**src/rtl/uart_imem_loader_if.sv**
```systemverilog
// Write-side bundle between the UART program loader and instruction memory.
// The loader (master) consumes rx/en and drives the memory write port and status.
interface uart_imem_loader_if #(
   parameter int ADDR_W = 8
);
   logic              rx;
   logic              en;
   logic              we;
   logic [ADDR_W-1:0] waddr;
   logic [31:0]       wdata;
   logic [ADDR_W:0]   word_cnt;
   logic              full;
   logic              frame_err;

   modport master (
      input  rx, en,
      output we, waddr, wdata, word_cnt, full, frame_err
   );

   modport slave (
      output rx, en,
      input  we, waddr, wdata, word_cnt, full, frame_err
   );
endinterface

```
**src/rtl/uart_imem_loader.sv**
```systemverilog
// 8N1 UART receiver that packs every four bytes (little-endian) into a 32-bit
// word and writes it to instruction memory at an auto-incremented address.
module uart_imem_loader #(
   parameter int CLKS_PER_BIT = 434,
   parameter int ADDR_W       = 8
) (
   input  logic               clk,
   input  logic               rst,
   uart_imem_loader_if.master bus
);
   localparam int TMR_W = $clog2(CLKS_PER_BIT);
   localparam logic [TMR_W-1:0]  HALF_LAST = TMR_W'(CLKS_PER_BIT / 2 - 1);
   localparam logic [TMR_W-1:0]  BIT_LAST  = TMR_W'(CLKS_PER_BIT - 1);
   localparam logic [ADDR_W:0]   DEPTH     = {1'b1, {ADDR_W{1'b0}}};

   typedef enum logic [2:0] {
      ST_IDLE,
      ST_START,
      ST_DATA,
      ST_STOP,
      ST_BREAK
   } state_t;

   state_t            state_reg, state_next;
   logic [TMR_W-1:0]  timer_reg, timer_next;
   logic [2:0]        bit_idx_reg, bit_idx_next;
   logic [7:0]        shift_reg, shift_next;
   logic              byte_ok;
   logic              stop_bad;

   logic              rx_meta_reg, rx_s_reg;
   logic [1:0]        byte_idx_reg;
   logic              we_reg;
   logic [ADDR_W-1:0] waddr_reg;
   logic [31:0]       wdata_reg;
   logic [ADDR_W:0]   word_cnt_reg;
   logic [ADDR_W:0]   word_cnt_inc;
   logic              full_reg;
   logic              frame_err_reg;

   assign word_cnt_inc = word_cnt_reg + 1'b1;

   always_ff @(posedge clk or posedge rst) begin
      if (rst) begin
         rx_meta_reg <= 1'b1;
         rx_s_reg    <= 1'b1;
      end else begin
         rx_meta_reg <= bus.rx;
         rx_s_reg    <= rx_meta_reg;
      end
   end

   always_ff @(posedge clk or posedge rst) begin
      if (rst) begin
         state_reg   <= ST_IDLE;
         timer_reg   <= '0;
         bit_idx_reg <= '0;
         shift_reg   <= '0;
      end else begin
         state_reg   <= state_next;
         timer_reg   <= timer_next;
         bit_idx_reg <= bit_idx_next;
         shift_reg   <= shift_next;
      end
   end

   always_comb begin
      state_next   = state_reg;
      timer_next   = timer_reg + 1'b1;
      bit_idx_next = bit_idx_reg;
      shift_next   = shift_reg;
      byte_ok      = 1'b0;
      stop_bad     = 1'b0;
      case (state_reg)
         ST_IDLE: begin
            timer_next = '0;
            if (!rx_s_reg && !full_reg) state_next = ST_START;
         end
         ST_START: begin
            if (timer_reg == HALF_LAST) begin
               timer_next = '0;
               if (!rx_s_reg) begin
                  state_next   = ST_DATA;
                  bit_idx_next = '0;
               end else begin
                  state_next = ST_IDLE;
               end
            end
         end
         ST_DATA: begin
            if (timer_reg == BIT_LAST) begin
               timer_next              = '0;
               shift_next[bit_idx_reg] = rx_s_reg;
               if (bit_idx_reg == 3'd7) state_next = ST_STOP;
               else                     bit_idx_next = bit_idx_reg + 1'b1;
            end
         end
         ST_STOP: begin
            if (timer_reg == BIT_LAST) begin
               timer_next = '0;
               if (rx_s_reg) begin
                  byte_ok    = 1'b1;
                  state_next = ST_IDLE;
               end else begin
                  stop_bad   = 1'b1;
                  state_next = ST_BREAK;
               end
            end
         end
         ST_BREAK: begin
            // A held-low line (break) must release before a new start bit counts.
            timer_next = '0;
            if (rx_s_reg) state_next = ST_IDLE;
         end
         default: state_next = ST_IDLE;
      endcase
      if (!bus.en) begin
         state_next = ST_IDLE;
         timer_next = '0;
         byte_ok    = 1'b0;
         stop_bad   = 1'b0;
      end
   end

   // Lanes 0..2 hold the first three bytes; byte 3 comes straight from shift_reg.
   for (genvar gi = 0; gi < 3; gi++) begin : g_lane
      logic [7:0] lane_reg;
      always_ff @(posedge clk or posedge rst) begin
         if (rst) begin
            lane_reg <= '0;
         end else if (byte_ok && byte_idx_reg == 2'(gi)) begin
            lane_reg <= shift_reg;
         end
      end
   end

   always_ff @(posedge clk or posedge rst) begin
      if (rst) begin
         byte_idx_reg  <= '0;
         we_reg        <= 1'b0;
         waddr_reg     <= '0;
         wdata_reg     <= '0;
         word_cnt_reg  <= '0;
         full_reg      <= 1'b0;
         frame_err_reg <= 1'b0;
      end else if (!bus.en) begin
         byte_idx_reg  <= '0;
         we_reg        <= 1'b0;
         word_cnt_reg  <= '0;
         full_reg      <= 1'b0;
         frame_err_reg <= 1'b0;
      end else begin
         we_reg <= 1'b0;
         if (stop_bad) frame_err_reg <= 1'b1;
         if (byte_ok) begin
            byte_idx_reg <= byte_idx_reg + 1'b1;
            if (byte_idx_reg == 2'd3) begin
               we_reg       <= 1'b1;
               waddr_reg    <= word_cnt_reg[ADDR_W-1:0];
               wdata_reg    <= {shift_reg, g_lane[2].lane_reg,
                                g_lane[1].lane_reg, g_lane[0].lane_reg};
               word_cnt_reg <= word_cnt_inc;
               full_reg     <= (word_cnt_inc == DEPTH);
            end
         end
      end
   end

   // Gating with en makes an en drop during the strobe cycle suppress the write.
   assign bus.we        = we_reg & bus.en;
   assign bus.waddr     = waddr_reg;
   assign bus.wdata     = wdata_reg;
   assign bus.word_cnt  = word_cnt_reg;
   assign bus.full      = full_reg;
   assign bus.frame_err = frame_err_reg;
endmodule

```
**src/flat_wrapper.sv**
```systemverilog
// flat-port wrapper written by rule: the top's interface ports become plain ports
module uart_imem_loader_flat 
#(
   parameter int CLKS_PER_BIT = 434,
   parameter int ADDR_W       = 8
)
  (clk, rst, bus_rx, bus_en, bus_we, bus_waddr, bus_wdata, bus_word_cnt, bus_full, bus_frame_err);
  uart_imem_loader_if #(.ADDR_W(ADDR_W)) bus_i ();
  input  logic clk;
  input  logic rst;
  input wire logic [$bits(bus_i.rx)-1:0] bus_rx;
  input wire logic [$bits(bus_i.en)-1:0] bus_en;
  output wire logic [$bits(bus_i.we)-1:0] bus_we;
  output wire logic [$bits(bus_i.waddr)-1:0] bus_waddr;
  output wire logic [$bits(bus_i.wdata)-1:0] bus_wdata;
  output wire logic [$bits(bus_i.word_cnt)-1:0] bus_word_cnt;
  output wire logic [$bits(bus_i.full)-1:0] bus_full;
  output wire logic [$bits(bus_i.frame_err)-1:0] bus_frame_err;
  assign bus_i.rx = bus_rx;
  assign bus_i.en = bus_en;
  assign bus_we = bus_i.we;
  assign bus_waddr = bus_i.waddr;
  assign bus_wdata = bus_i.wdata;
  assign bus_word_cnt = bus_i.word_cnt;
  assign bus_full = bus_i.full;
  assign bus_frame_err = bus_i.frame_err;
  uart_imem_loader #(.CLKS_PER_BIT(CLKS_PER_BIT), .ADDR_W(ADDR_W)) u_core (.clk(clk), .rst(rst), .bus(bus_i));
endmodule
```
**config.mk**
```make
export PLATFORM = sky130hd
export DESIGN_NAME = uart_imem_loader_flat
export DESIGN_NICKNAME = d
export VERILOG_FILES = /design/src/rtl/uart_imem_loader_if.sv /design/src/rtl/uart_imem_loader.sv /design/src/flat_wrapper.sv
export SDC_FILE = /design/constraint.sdc
export NUM_CORES = 1
export LEC_CHECK = 0
export CAP_MARGIN = 30
export CELL_PAD_IN_SITES_DETAIL_PLACEMENT = 0
export CELL_PAD_IN_SITES_GLOBAL_PLACEMENT = 1
export CORE_ASPECT_RATIO = 0.5
export CORE_MARGIN = 2
export CORE_UTILIZATION = 49
export DETAILED_ROUTE_END_ITERATION = 16
export GPL_TIMING_DRIVEN = 0
export PLACE_DENSITY = 0.84
export SLEW_MARGIN = 5
export SYNTH_ARGS = -nofsm -noshare
export SYNTH_HDL_FRONTEND = slang
export SYNTH_SLANG_ARGS = --single-unit
```
**constraint.sdc**
```tcl
create_clock -name clk -period 5.7 [get_ports clk]
set_clock_uncertainty 0.2 [all_clocks]
set_input_delay 1.14 -clock clk [delete_from_list [all_inputs] [get_ports clk]]
set_output_delay 1.14 -clock clk [all_outputs]
set_load 0.05 [all_outputs]
```
==> flow_summary.ini <==
[outcome]
status = completed

[clock_tree]
clock_latency_ps = 340
clock-sinks = 103
cts_made_buffers = 9
cts_resized = 0
htreeDepth = 3
cts-root-buf = clkbuf_16
clk_pin_slew_worst_paths_ps = 70
post_cts_buffers = 0
ctsHoldBuffers = 0
max-clock-path-buffers = 2
cts_tree = built

[worst_setup_path]
rrSetupSlack_ps = 3070
crit_fanout = 10
cp.arrival_ps = 3420
startpoint_type = input port
cp.required_ps = 4360
r2r_end = u_core.bus.wdata[29]
cp-end-kind = output pin
crit_slowest_cell = clkdlybuf4s50_1
regToRegStartpoint = u_core.timer_reg[1]
criticalPathCategory = input port to output pin
worstPathCellList = clkdlybuf4s50_1 -> clkbuf_1 -> clkbuf_1 -> and2_1 -> clkdlybuf4s50_1
slowest_delay_ps = 790
r2r_cells = 8

[synth]
synthArstFlopShare_pct = 100.0
seq_area_frac_synth_pct = 56.40
yosys_warnings = 0
synth_ff_type = dfrtp_1
synth.area.top_cells = dfrtp_1 55%, mux2_2 18%, ha_1 2.7%
syn_avg_cell_area_sq_um = 12.96
synth_cells = 353
ys_ff_latch = 103
yosys.area.top_type = dfrtp_1
syn-num-nets = 367
synthesis.area_sq_mm = 0.004574
synth_edf_count = 0
synth_cell_type_count = 50
synth_top_area_share_pct = 55.25

[routing]
drt-vias-per-instance = 5.449
vias = 2959
drc_errors = 0
routed_wl_microns = 9242
postRouteAntennaNets = 0
wire_per_inst_microns = 17.02
first_pass_iters = 4
first_iter_violations = 173

[placement]
place_inst = 526
gp_congestion = 0.8338
port_buffers = 55
dp_hpwl_microns = 6442
place_ws_ps = 951.8

[die]
rows = 24
die_h_microns = 72.32
coreArea_sq_mm = 0.008889
ios = 56
chipWidth_microns = 140.6
start_util_pct = 51.46
fp.dieArea_sq_mm = 0.01017

[sta]
min_period_ps = 4762
fin_crit_sh_pct = 83.54
fmax_ghz = 0.2100
hold_viol_final = 0
relSlewSlack_pct = 44.17
rsz0062_at_grt = no
tns_ps = 0
maxSlewViolCount = 0
finalSetupViolCount = 0
tightest_slew_ps = 837.4
fin_ws_ps = 938.0

[grt]
overflow = 0
grt_usage_pct = 19.46
antenna_found_initial = 0
first_global_vias = 3016
grt_pass1_wl_microns = 15260
grt_max_degree = 65

[cells_and_area]
regArea_sq_mm = 0.002580
fin_nets = 435
antenna_cells = 0
drive_above_1_share_pct = 23.94
syn_to_final_growth_pct = 23.19
multi_input_area_sq_mm = 0.001862
fillers = 668
final_cells = 543
largest_reg_flops = 32

[min_path]
hold_path.class = flop to flop
min_from = u_core.rx_meta_reg
hold_path_end = u_core.rx_s_reg
worstHoldPathCells = 0

[power]
p_per_area_mw_per_mm2 = 255.3
leakagePower_nw = 2.593
ir_worst_vdd_uv = 150.4

[run]
cap_violations = 0
-- layout by cell type (no fill, tap or decap), types with 3 or more instances in the layout --
cell / netlist / final
clkdlybuf4s50_1: 0 / 55
nand4b_1: 4 / 4
o21a_1: 3 / 3
or3_1: 4 / 4
a21boi_0: 5 / 5
nor2_1: 7 / 7
nand3b_1: 3 / 3
a21oi_1: 11 / 11
ha_1: 10 / 10
dfrtp_1: 101 / 101
a21boi_1: 4 / 4
nor4_1: 4 / 4
xnor2_1: 8 / 8
o31ai_1: 6 / 6
or4_1: 4 / 4
nand3_1: 9 / 9
mux2_2: 72 / 72
nand2_1: 15 / 15
clkbuf_1: 16 / 16
clkbuf_16: 0 / 9
inv_1: 12 / 11
mux2i_1: 5 / 5
o21ai_0: 6 / 6
nor2b_1: 3 / 3
and2_1: 3 / 3
and4_1: 4 / 4
nor3_1: 3 / 3
-- worst max-delay path, delay by kind of cell --
family	cells	cell delay (ps)
AND/OR/NAND/NOR	1	190
buffers and inverters	4	2090
-- layer usage --
| layer | up-vias | track usage (%) | share of wire (%) |
|---|---|---|---|
| li1 | 1407 | - | - |
| met1 | 1488 | 26.97 | 49 |
| met2 | 56 | 31.22 | 46 |
| met3 | 8 | 4.620 | 3.7 |
| met4 | 0 | 5.667 | 0.90 |
| met5 | - | 0 | 0 |
-- stage by stage --
step	util, %	area, sq um	hold WS [ps]	power (W)
finish	63.40	5635	161.5	0.001439
detailed placement	59.64	5301	146.8	0.0007848
CTS	63.34	5630	159.5	0.001452
global placement	59.30	5271	146.4	0.0007802
floorplan	-	4574	145.2	0.0007711
global route	63.40	5635	170.6	0.001490
-- logic make-up after synthesis --
group                    synth area share [%]
buffers and inverters                   2.899
adder cells (fa/ha/maj)                 2.735
XOR/XNOR                                1.915
flip-flops                              56.40
AND/OR/NAND/NOR                         10.97
multiplexers                            18.82
AO/OA/AOI/OAI                           6.264
-- power breakdown --
group,switching [W],leakage (nW),internal [W],total [W]
clock network,0.000270,0.159,0.000399,0.000669
logic,0.0000253,1.00,0.00000942,0.0000348
registers,0.00000175,1.43,0.000733,0.000735
total,0.000297,2.59,0.00114,0.00144
-- synthesized netlist by cell type (2+ instances only) --
library cell and count:
a21boi_0 5, a21boi_1 4, a21oi_1 11, and2_1 3
and4_1 4, and4bb_2 2, clkbuf_1 16, dfrtp_1 101
dfstp_2 2, ha_1 10, inv_1 12, mux2_2 72
mux2i_1 5, nand2_1 15, nand3_1 9, nand3b_1 3
nand4_1 2, nand4b_1 4, nor2_1 7, nor2b_1 3
nor3_1 3, nor4_1 4, nor4b_1 2, o2111ai_1 2
o21a_1 3, o21ai_0 6, o31ai_1 6, or3_1 4
or4_1 4, xnor2_1 8, xor2_1 2
-- how the worst max path moves through the flow --
stage                     depth (start not counted)    from               endpoint
after floorplan                                   1     rst  u_core.bit_idx_reg[0]
after CTS                                         5  bus_en                 bus_we
after global routing                              5  bus_en                 bus_we
after detailed placement                          5  bus_en                 bus_we
final                                             5  bus_en                 bus_we
after global placement                            2     rst   u_core.bus.wdata[11]
-- cell type report --
class,instances,share of cell area (%)
Timing Repair Buffer,57,10.35
Buffer,20,1.554
Tap cell,117,2.598
Clock buffer,10,4.241
Inverter,12,0.8437
Clock inverter,6,1.599
Multi-Input combinational cell,218,33.04
Sequential cell,103,45.78
(Power assumes the default switching activity.)
